<file path="src/rtl/prl_tx_pkg.sv">
// Shared definitions for the protocol-layer TX request queue: result codes,
// FSM states and the bit positions of the decoded header/payload fields.
package prl_tx_pkg;

    localparam logic [1:0] RES_TIMEOUT = 2'b11;

    typedef enum logic [1:0] {
        ST_IDLE    = 2'd0,
        ST_PRESENT = 2'd1,
        ST_RETIRE  = 2'd2
    } tx_state_e;

    localparam int TYPE_W = 7;
    localparam int SOP_W  = 3;

    // tx_type split
    localparam int MSG_TYPE_LSB = 5;
    localparam int MSG_TYPE_W   = 2;
    localparam int HDR_TYPE_LSB = 0;
    localparam int HDR_TYPE_W   = 5;

    // info split
    localparam int CAP_SEL_LSB = 0;
    localparam int CAP_SEL_W   = 4;
    localparam int CAP_CUR_BIT = 4;

    // ex_info split
    localparam int DSIZE_LSB = 0;
    localparam int DSIZE_W   = 9;
    localparam int OMF_BIT   = 9;
    localparam int PTP_LSB   = 10;
    localparam int PTP_W     = 2;
    localparam int OCUR_LSB  = 12;
    localparam int OCUR_W    = 8;
    localparam int OVOLT_LSB = 20;
    localparam int OVOLT_W   = 16;

endpackage

</file>
<file path="src/rtl/prl_tx_req_fifo.sv">
// Synchronous FIFO holding packed TX requests; clear empties it in one edge.
// The caller qualifies push/pop; a push on a full FIFO is legal only with a pop.
module prl_tx_req_fifo #(
    parameter int DEPTH = 4,
    parameter int W     = 8
) (
    input  logic                   clk,
    input  logic                   rst_n,
    input  logic                   clear,
    input  logic                   push,
    input  logic                   pop,
    input  logic [W-1:0]           wdata,
    output logic [W-1:0]           rdata,
    output logic [$clog2(DEPTH):0] level,
    output logic                   full,
    output logic                   empty
);
    localparam int AW = $clog2(DEPTH);
    localparam int LW = AW + 1;

    logic [W-1:0]  mem [DEPTH];
    logic [AW-1:0] wr_ptr_q, wr_ptr_d;
    logic [AW-1:0] rd_ptr_q, rd_ptr_d;
    logic [LW-1:0] level_q, level_d;

    always_comb begin
        wr_ptr_d = wr_ptr_q;
        rd_ptr_d = rd_ptr_q;
        level_d  = level_q;
        if (clear) begin
            wr_ptr_d = '0;
            rd_ptr_d = '0;
            level_d  = '0;
        end else begin
            if (push) wr_ptr_d = wr_ptr_q + AW'(1);
            if (pop)  rd_ptr_d = rd_ptr_q + AW'(1);
            case ({push, pop})
                2'b10:   level_d = level_q + LW'(1);
                2'b01:   level_d = level_q - LW'(1);
                default: level_d = level_q;
            endcase
        end
    end

    always_ff @(posedge clk or negedge rst_n) begin
        if (!rst_n) begin
            wr_ptr_q <= '0;
            rd_ptr_q <= '0;
            level_q  <= '0;
        end else begin
            wr_ptr_q <= wr_ptr_d;
            rd_ptr_q <= rd_ptr_d;
            level_q  <= level_d;
        end
    end

    // Storage is never reset; contents are only observed behind a valid head.
    always_ff @(posedge clk) begin
        if (push && !clear) mem[wr_ptr_q] <= wdata;
    end

    assign rdata = mem[rd_ptr_q];
    assign level = level_q;
    assign full  = (level_q == LW'(DEPTH));
    assign empty = (level_q == '0);

endmodule

</file>
<file path="src/rtl/prl_tx_message_queue.sv">
// Queue between the policy engine and the TX state machine: buffers requests,
// presents the head as a held request, retires it on ack or timeout, supports flush.
module prl_tx_message_queue
    import prl_tx_pkg::*;
#(
    parameter int DEPTH       = 4,
    parameter int INFO_W      = 5,
    parameter int EX_INFO_W   = 36,
    parameter int TAG_W       = 2,
    parameter int TIMEOUT_CYC = 1024
) (
    input  logic                   clk,
    input  logic                   rst_n,
    input  logic                   pe2pl_tx_en,
    input  logic [6:0]             pe2pl_tx_type,
    input  logic [2:0]             pe2pl_tx_sop_type,
    input  logic [INFO_W-1:0]      pe2pl_tx_info,
    input  logic [EX_INFO_W-1:0]   pe2pl_tx_ex_info,
    output logic                   pe2pl_tx_full,
    output logic [$clog2(DEPTH):0] pe2pl_tx_level,
    output logic [TAG_W-1:0]       pe2pl_tx_push_tag,
    output logic                   pl2pe_tx_overflow,
    output logic                   pl2pe_tx_ack,
    output logic [1:0]             pl2pe_tx_result,
    output logic [TAG_W-1:0]       pl2pe_tx_ack_tag,
    output logic                   pl2pe_tx_flushed,
    input  logic                   prl_tx_flush,
    input  logic                   prl_tx_st_message_if_ack,
    input  logic [1:0]             prl_tx_st_message_if_ack_result,
    output logic                   prl_tx_if_en,
    output logic [TAG_W-1:0]       prl_tx_if_tag,
    output logic [2:0]             prl_tx_if_sop_type,
    output logic [1:0]             prl_tx_if_message_type,
    output logic [4:0]             prl_tx_if_header_type,
    output logic [3:0]             prl_tx_if_source_cap_table_select,
    output logic                   prl_tx_if_source_cap_current,
    output logic [8:0]             prl_tx_if_ex_message_data_size,
    output logic                   prl_tx_if_ex_pps_status_flag_omf,
    output logic [1:0]             prl_tx_if_ex_pps_status_flag_ptp,
    output logic [7:0]             prl_tx_if_ex_pps_status_output_current,
    output logic [15:0]            prl_tx_if_ex_pps_status_output_voltage,
    output logic [EX_INFO_W-1:0]   prl_tx_if_ex_info
);
    localparam int ENT_W = TAG_W + TYPE_W + SOP_W + INFO_W + EX_INFO_W;
    localparam int TO_W  = (TIMEOUT_CYC > 1) ? $clog2(TIMEOUT_CYC) : 1;

    tx_state_e        state_q, state_d;
    logic [TO_W-1:0]  to_cnt_q, to_cnt_d;
    logic [TAG_W-1:0] push_tag_q, push_tag_d;
    logic [TAG_W-1:0] ack_tag_q, ack_tag_d;
    logic [1:0]       result_q, result_d;
    logic             overflow_q, overflow_d;
    logic             flushed_q, flushed_d;

    logic                   fifo_push, fifo_pop, fifo_full, fifo_empty;
    logic [ENT_W-1:0]       fifo_wdata, fifo_rdata;
    logic [$clog2(DEPTH):0] fifo_level;

    logic [EX_INFO_W-1:0] head_ex;
    logic [INFO_W-1:0]    head_info;
    logic [SOP_W-1:0]     head_sop;
    logic [TYPE_W-1:0]    head_type;
    logic [TAG_W-1:0]     head_tag;
    logic                 timeout_hit;

    assign fifo_wdata = {push_tag_q, pe2pl_tx_type, pe2pl_tx_sop_type,
                         pe2pl_tx_info, pe2pl_tx_ex_info};
    assign {head_tag, head_type, head_sop, head_info, head_ex} = fifo_rdata;

    prl_tx_req_fifo #(
        .DEPTH (DEPTH),
        .W     (ENT_W)
    ) u_fifo (
        .clk   (clk),
        .rst_n (rst_n),
        .clear (prl_tx_flush),
        .push  (fifo_push),
        .pop   (fifo_pop),
        .wdata (fifo_wdata),
        .rdata (fifo_rdata),
        .level (fifo_level),
        .full  (fifo_full),
        .empty (fifo_empty)
    );

    assign timeout_hit = (TIMEOUT_CYC != 0) && (to_cnt_q == TO_W'(TIMEOUT_CYC - 1));

    always_comb begin
        state_d    = state_q;
        to_cnt_d   = '0;
        push_tag_d = push_tag_q;
        ack_tag_d  = ack_tag_q;
        result_d   = result_q;
        overflow_d = 1'b0;
        flushed_d  = 1'b0;
        fifo_push  = 1'b0;
        fifo_pop   = 1'b0;
        if (prl_tx_flush) begin
            state_d   = ST_IDLE;
            flushed_d = 1'b1;
        end else begin
            case (state_q)
                ST_IDLE: begin
                    if (!fifo_empty) state_d = ST_PRESENT;
                end
                ST_PRESENT: begin
                    // An explicit ack outranks a timeout landing on the same edge.
                    if (prl_tx_st_message_if_ack || timeout_hit) begin
                        fifo_pop  = 1'b1;
                        state_d   = ST_RETIRE;
                        ack_tag_d = head_tag;
                        result_d  = prl_tx_st_message_if_ack ?
                                    prl_tx_st_message_if_ack_result : RES_TIMEOUT;
                    end else begin
                        to_cnt_d = to_cnt_q + TO_W'(1);
                    end
                end
                ST_RETIRE: begin
                    state_d = fifo_empty ? ST_IDLE : ST_PRESENT;
                end
                default: state_d = ST_IDLE;
            endcase
            fifo_push  = pe2pl_tx_en && (!fifo_full || fifo_pop);
            overflow_d = pe2pl_tx_en && !fifo_push;
            if (fifo_push) push_tag_d = push_tag_q + TAG_W'(1);
        end
    end

    always_ff @(posedge clk or negedge rst_n) begin
        if (!rst_n) begin
            state_q    <= ST_IDLE;
            to_cnt_q   <= '0;
            push_tag_q <= '0;
            ack_tag_q  <= '0;
            result_q   <= '0;
            overflow_q <= 1'b0;
            flushed_q  <= 1'b0;
        end else begin
            state_q    <= state_d;
            to_cnt_q   <= to_cnt_d;
            push_tag_q <= push_tag_d;
            ack_tag_q  <= ack_tag_d;
            result_q   <= result_d;
            overflow_q <= overflow_d;
            flushed_q  <= flushed_d;
        end
    end

    assign pe2pl_tx_full     = fifo_full;
    assign pe2pl_tx_level    = fifo_level;
    assign pe2pl_tx_push_tag = push_tag_q;
    assign pl2pe_tx_overflow = overflow_q;
    assign pl2pe_tx_ack      = (state_q == ST_RETIRE);
    assign pl2pe_tx_result   = result_q;
    assign pl2pe_tx_ack_tag  = ack_tag_q;
    assign pl2pe_tx_flushed  = flushed_q;

    // Head fields are forced to zero whenever no request is being presented.
    assign prl_tx_if_en = (state_q == ST_PRESENT);
    assign prl_tx_if_tag          = prl_tx_if_en ? head_tag : '0;
    assign prl_tx_if_sop_type     = prl_tx_if_en ? head_sop : '0;
    assign prl_tx_if_message_type = prl_tx_if_en ? head_type[MSG_TYPE_LSB +: MSG_TYPE_W] : '0;
    assign prl_tx_if_header_type  = prl_tx_if_en ? head_type[HDR_TYPE_LSB +: HDR_TYPE_W] : '0;
    assign prl_tx_if_source_cap_table_select =
        prl_tx_if_en ? head_info[CAP_SEL_LSB +: CAP_SEL_W] : '0;
    assign prl_tx_if_source_cap_current = prl_tx_if_en & head_info[CAP_CUR_BIT];
    assign prl_tx_if_ex_message_data_size =
        prl_tx_if_en ? head_ex[DSIZE_LSB +: DSIZE_W] : '0;
    assign prl_tx_if_ex_pps_status_flag_omf = prl_tx_if_en & head_ex[OMF_BIT];
    assign prl_tx_if_ex_pps_status_flag_ptp =
        prl_tx_if_en ? head_ex[PTP_LSB +: PTP_W] : '0;
    assign prl_tx_if_ex_pps_status_output_current =
        prl_tx_if_en ? head_ex[OCUR_LSB +: OCUR_W] : '0;
    assign prl_tx_if_ex_pps_status_output_voltage =
        prl_tx_if_en ? head_ex[OVOLT_LSB +: OVOLT_W] : '0;
    assign prl_tx_if_ex_info = prl_tx_if_en ? head_ex : '0;

endmodule

</file>
<file path="config.mk">
export PLATFORM = sky130hd
export DESIGN_NAME = prl_tx_message_queue
export DESIGN_NICKNAME = d
export VERILOG_FILES = /design/src/rtl/prl_tx_pkg.sv /design/src/rtl/prl_tx_req_fifo.sv /design/src/rtl/prl_tx_message_queue.sv
export SDC_FILE = /design/constraint.sdc
export NUM_CORES = 1
export LEC_CHECK = 0
export CAP_MARGIN = 20
export CORE_UTILIZATION = 25
export DETAILED_ROUTE_END_ITERATION = 8
export GPL_TIMING_DRIVEN = 0
export PLACE_DENSITY = 0.42
export REMOVE_ABC_BUFFERS = 1
export SYNTH_ARGS = -nofsm -noshare
export SYNTH_HDL_FRONTEND = slang
export SYNTH_SLANG_ARGS = --single-unit
</file>
<file path="constraint.sdc">
create_clock -name clk -period 4.51 [get_ports clk]
set_input_delay 0.902 -clock clk [delete_from_list [all_inputs] [get_ports clk]]
set_output_delay 0.902 -clock clk [all_outputs]
set_load 0.05 [all_outputs]
</file>
After elaboration in Yosys (flattened, before gate mapping)
Memories as Yosys holds them, arrays and structs flattened.
Cells that the tools add are included.
Storage, ports and cells
  memories: 1
  register bits: 27
  input bits: 58
  output and inout bits: 103
  latch bits: 0
  logic and storage cells: 78
  RAM bits: 212
  memory bits (read-only): 0
Cells by class
  magnitude comparators: 0
  equal/unequal tests: 8
  bitwise operators: 3
  shift-type cells: 0
  add/sub/neg operators: 6
  $mul: 0
  reduce and logical (&&, ||, !) cells: 16
  multiplexer cells: 34
  divide/modulo/power cells: 0
Memories
  u_fifo.mem: words 4, width 53, rd ports 1, clocked after Yosys merged registers in 0, write ports 1, RTL line prl_tx_req_fifo.sv:21  | logic [W-1:0] mem [DEPTH];
Operators by type and width (count)
  36-bit 2-to-1 mux: 1
  10-bit 2-to-1 mux: 3
  2-bit 2-to-1 mux: 11
  16-bit 2-to-1 mux: 1
  10-bit by 1-bit adder with 10-bit output, second input constant: 1
  10-bit == test, second input constant: 1
  1-bit 2-to-1 mux: 10
  9-bit 2-to-1 mux: 1
  8-bit 2-to-1 mux: 1
  2-bit by 1-bit adder with 2-bit output, second input constant: 3
  3-bit 2-to-1 mux: 2
  2-bit case mux with 3 select lines: 1
  3-bit case mux with 2 select lines: 1
  5-bit 2-to-1 mux: 1
  2-bit by 1-bit == test with 1-bit output, second input constant: 2
  2-bit == test, second input constant: 2
  4-bit 2-to-1 mux: 1
  2-bit AND reduction: 2
  2-bit nonzero test: 2
  3-bit by 1-bit adder with 3-bit output, second input constant: 1
  3-bit == test, second input constant: 1
  1-bit logical AND: 3
  1-bit zero test: 3
  3-bit zero test: 1
  other kinds (9): 11

Longest topological paths before layout
  depth in word-level cells: 11
  depth in mapped cells: 8
  depth with buffers taken out: 8

By module
Synthesis repeated with hierarchy kept, for this count alone.
Second synthesis, totals
  cells, all modules: 493
  area total of the unflattened synthesis: 9684.3 um^2
Modules (own cells, without submodules)
  prl_tx_req_fifo: instances 1, sequential area each 6541.3 um^2, cells each 320, area each 8155.3 um^2
  prl_tx_message_queue: instances 1, sequential area each 500.5 um^2, cells each 173, area each 1529.0 um^2

Worst setup path before layout
Ideal clock, no wire load.
  kind: input to register
  start point: input pe2pl_tx_en
  end point: memory u_fifo.mem[0][0] (netlist bit) (enable)
  buffers on the path: 1
  path slack: 1111 ps
  required time: 4094 ps
  stages: 5
  arrival time: 2983 ps
  library setup time: 416 ps
  cell sequence: clkbuf_1 nand2_1 a2bb2oi_1 a21oi_1 and2_1
On the way
  word-level cells in the longest chain between the ends: 5
RTL lines
  from (decl): RTL line prl_tx_message_queue.sv:14  | input logic pe2pl_tx_en,
  1-bit logical AND: RTL line prl_tx_message_queue.sv:123  | fifo_push = pe2pl_tx_en && (!fifo_full || fifo_pop);
  1-bit 2-to-1 mux: RTL line prl_tx_message_queue.sv:98  | if (prl_tx_flush) begin
  1-bit logical AND: RTL line prl_tx_req_fifo.sv:59  | if (push && !clear) mem[wr_ptr_q] <= wdata;
  1-bit 2-to-1 mux: RTL line prl_tx_req_fifo.sv:59
  1-bit 2-to-1 mux (not written as such): RTL line prl_tx_req_fifo.sv:59
  to (decl): RTL line prl_tx_req_fifo.sv:21
Every way passes these cells.

Worst setup path in the final report
  start point: register u_fifo.rd_ptr_q[0]
  end point: output prl_tx_if_ex_info[19]
On the way
  word-level cells in the longest chain between the ends: 2
RTL lines
  from (decl): RTL line prl_tx_req_fifo.sv:23  | logic [AW-1:0] rd_ptr_q, rd_ptr_d;
  from (signal assigned): RTL line prl_tx_req_fifo.sv:52  | rd_ptr_q <= rd_ptr_d;
  memory read 4 x 53 bit
  36-bit 2-to-1 mux: RTL line prl_tx_message_queue.sv:176  | assign prl_tx_if_ex_info = prl_tx_if_en ? head_ex : '0;
  to (decl): RTL line prl_tx_message_queue.sv:42  | output logic [EX_INFO_W-1:0] prl_tx_if_ex_info
Every way passes these cells.

==> summary.txt <==
Global routing
  – Global-route wire length before repair: about 33000 um
  – Initial antenna violation count: 0
  – GRT Resource Usage Total: 11.1%
  – Largest net degree at the start of global routing: 31
  – Grt ovf: 0
  – Vias in the first global route: about 5600

Clocking
  – Maximum clock path buffer count: 3
  – Post-CTS setup buffer count: 0
  – H-tree Lvls: 1
  – Total CTS buffers: 29
  – Hold_buf cts: 0
  – Clk root buf: clkbuf_16
  – Clk_lat worst skew: 540 ps
  – Clock-pin slew on the worst setup and hold paths: approximately 60 ps
  – CTS tree: done
  – Post_cts resized: 0
  – Clock sink total: 239

Power
  – Pwr dens: between 400 and 500 nW/um^2
  – Peak VDD IR: around 310 uV
  – Leak: 4.07 nW
  – Final Power: 6.26 mW

Routing
  – 1st-pass router iterations: 4
  – Final antenna-violating net count: 0
  – Max Used Layer: met4
  – M1 WL: ~9000 um
  – DRT iter0 DRCs: between 100 and 150
  – Average wire per standard cell: about 18 um
  – DRC: 0
  – Routed WL: about 22000 um
  – Via count: roughly 5000
  – Vias per Instance: 4.22
  – Metal2 WL: 10700 um
  – DR WL met3: between 1000 and 1500 um

Floorplanning
  – Placement Rows: between 70 and 80
  – Initial Util: roughly a quarter
  – Core area: 37800 um^2
  – Top Ports: between 150 and 200
  – Die W: roughly 200 um
  – DIE HEIGHT: a little under 200 um
  – Full die area: slightly below 40000 um^2

Layout
  – Fillers: ~3700
  – Ant diodes: 0
  – Multi-input gate area: roughly 2200 um^2
  – FF+latch area: about 7000 um^2
  – Final Net Count: a little over 700
  – Layout cell share with drive strength beyond 1: 18.2%
  – Area grow syn2layout: 30.8%
  – Post-route cell area: 12600 um^2
  – Fin util: 33.4%

Logic synthesis
  – Synth area leader: edfxtp_1
  – Post-synth top cells: 212 x edfxtp_1, 58 x and2_1, 53 x mux4_2, 36 x buf_4, 27 x dfrtp_1
  – Register area share after synthesis: 72.9%
  – Ranking of synthesized cells by area: edfxtp_1 66%, mux4_2 12%, dfrtp_1 7.0%, and2_1 3.8%, buf_4 2.8%
  – Share of flip-flops with an asynchronous set or reset: between 10% and 20%
  – Synthesis-stage register bit count: approximately 240
  – Distinct cell type count after synthesis: 47
  – Number of synthesized flops with an enable pin: ~210
  – Syn avg cell area: between 15 and 20 um^2
  – Cell count after synthesis: between 500 and 600
  – Count leader, synth: edfxtp_1
  – Synth warn: 0
  – Share of the synthesized area in the top cell type: between 60% and 70%
  – Cell Area, Synth: 9660 um^2
  – Main synth FF type: edfxtp_1

Status
  – Status: complete, no violations

Setup path
  – Critical Path Start Type: flop
  – CP arrival: approximately 3200 ps
  – Worst R2R Start: to_cnt_q[0]
  – Terminus of the critical flop-to-flop path: u_fifo.mem[1][45]
  – R2R Setup Slk: ~1800 ps
  – Crit Path Class: reg -> out
  – Crit-path max FO: 28
  – CP endpoint kind: output port
  – Reg2reg path depth: 6
  – CP Data Required Time: 3610 ps

Placement
  – Input/output buffers: 160
  – Post-DP Area: 11700 um^2
  – GP Congestion: 0.687
  – Detailed Place HPWL: approximately 14000 um

Hold path
  – Hold Path Class: reg -> reg
  – Hold Path Sink: to_cnt_q[0]
  – Hold path cells: 1
  – HP Start: to_cnt_q[0]

Timing
  – Hold Fails Final Rpt: 0
  – Clock skew: around 14 ps
  – Tcrit/Tclk final: approximately 90%
  – RSZ-0062 raised after global routing: false
  – Slew Limit Fails: 0
  – Measured slew at the worst slew-check pin: 760 ps
  – Fin crit period: 4060 ps
  – Fmax: approximately 250 MHz
  – Sum Neg Setup Slack: 0 ps
  – Final setup vio count: 0
  – Max-slew headroom: roughly half

Run
  – Max Cap Viol: 0
## through the flow
step / hold slack [ps] / setup slack, ps / instances
after detailed placement: 490 / 840 / 1129
final: 502 / 446 / 1182
after floorplan: 448 / 211 / 450
after global placement: 469 / -1460 / 1121
after CTS: 498 / 308 / 1182
after global routing: 535 / 243 / 1182
## how the worst max path moves through the flow
stage | endpoint | from | cells past startpoint
after detailed placement | u_fifo.mem[0][37] | pe2pl_tx_en | 6
after global routing | prl_tx_if_ex_info[12] | u_fifo.rd_ptr_q[0] | 4
final | prl_tx_if_ex_info[19] | u_fifo.rd_ptr_q[0] | 4
after floorplan | prl_tx_if_ex_info[0] | u_fifo.rd_ptr_q[0] | 2
after CTS | prl_tx_if_ex_info[22] | u_fifo.rd_ptr_q[0] | 4
after global placement | prl_tx_if_tag[0] | u_fifo.rd_ptr_q[0] | 3
## where the power goes
group          internal, mW  total, mW  switching [mW]
sequential             2.54       2.62          0.0871
combinational         0.533       1.47           0.934
clock                  1.30       2.17           0.865
## state kept, by name, summed over array words and instances, names as in the netlist
signal             cells
u_fifo.rd_ptr_q        2
pl2pe_tx_result        2
pl2pe_tx_overflow      1
u_fifo.wr_ptr_q        2
u_fifo.mem           212
pe2pl_tx_push_tag      2
state_q                2
pl2pe_tx_flushed       1
u_fifo.level           3
pl2pe_tx_ack_tag       2
to_cnt_q              10
## per-layer routing
layer | vias to the layer above | GRT usage [%]
li1 | 2239 | -
met1 | 2584 | 13.8
met2 | 132 | 19.4
met3 | 38 | 2.20
met4 | 0 | 3.56
met5 | - | 0
## cells in the final DEF, fill, tap and decap left out, types with 3 or more instances in the layout
cell | netlist | routed
xor2_1 | 6 | 6
xnor2_1 | 4 | 4
ha_1 | 5 | 5
edfxtp_1 | 212 | 212
clkbuf_8 | 0 | 4
a21oi_1 | 5 | 5
nand3_1 | 7 | 7
mux4_2 | 53 | 53
dfrtp_1 | 27 | 25
nand2_1 | 8 | 8
clkdlybuf4s50_1 | 0 | 160
clkinv_2 | 0 | 6
nand4_1 | 4 | 4
and2_1 | 58 | 54
clkbuf_1 | 15 | 8
and2_4 | 0 | 4
buf_12 | 0 | 6
nor2_1 | 13 | 13
nor3_1 | 3 | 3
and4_1 | 3 | 3
clkbuf_16 | 0 | 29
inv_1 | 7 | 6
## area by class of cell
| class | instances | share of cell area [%] |
|---|---|---|
| Tap cell | 511 | 5.06 |
| Timing Repair Buffer | 168 | 14.0 |
| Inverter | 8 | 0.238 |
| Sequential cell | 239 | 55.8 |
| Clock buffer | 41 | 6.42 |
| Clock inverter | 12 | 0.763 |
| Multi-Input combinational cell | 203 | 17.7 |
## worst max-delay path: stages, from the launching register on
cell	delay, ps
dfrtp_4	850
buf_16	320
mux4_2	530
and2_1	190
clkdlybuf4s50_1	700
## cell families after synthesis
family	synth area share, %
flops	72.9
simple gates	6.75
buf+inv	4.00
mux	12.7
compound gates	1.84
xor+xnor	0.907
fa+ha+maj	0.855
Power figures use the tool's default switching activity.
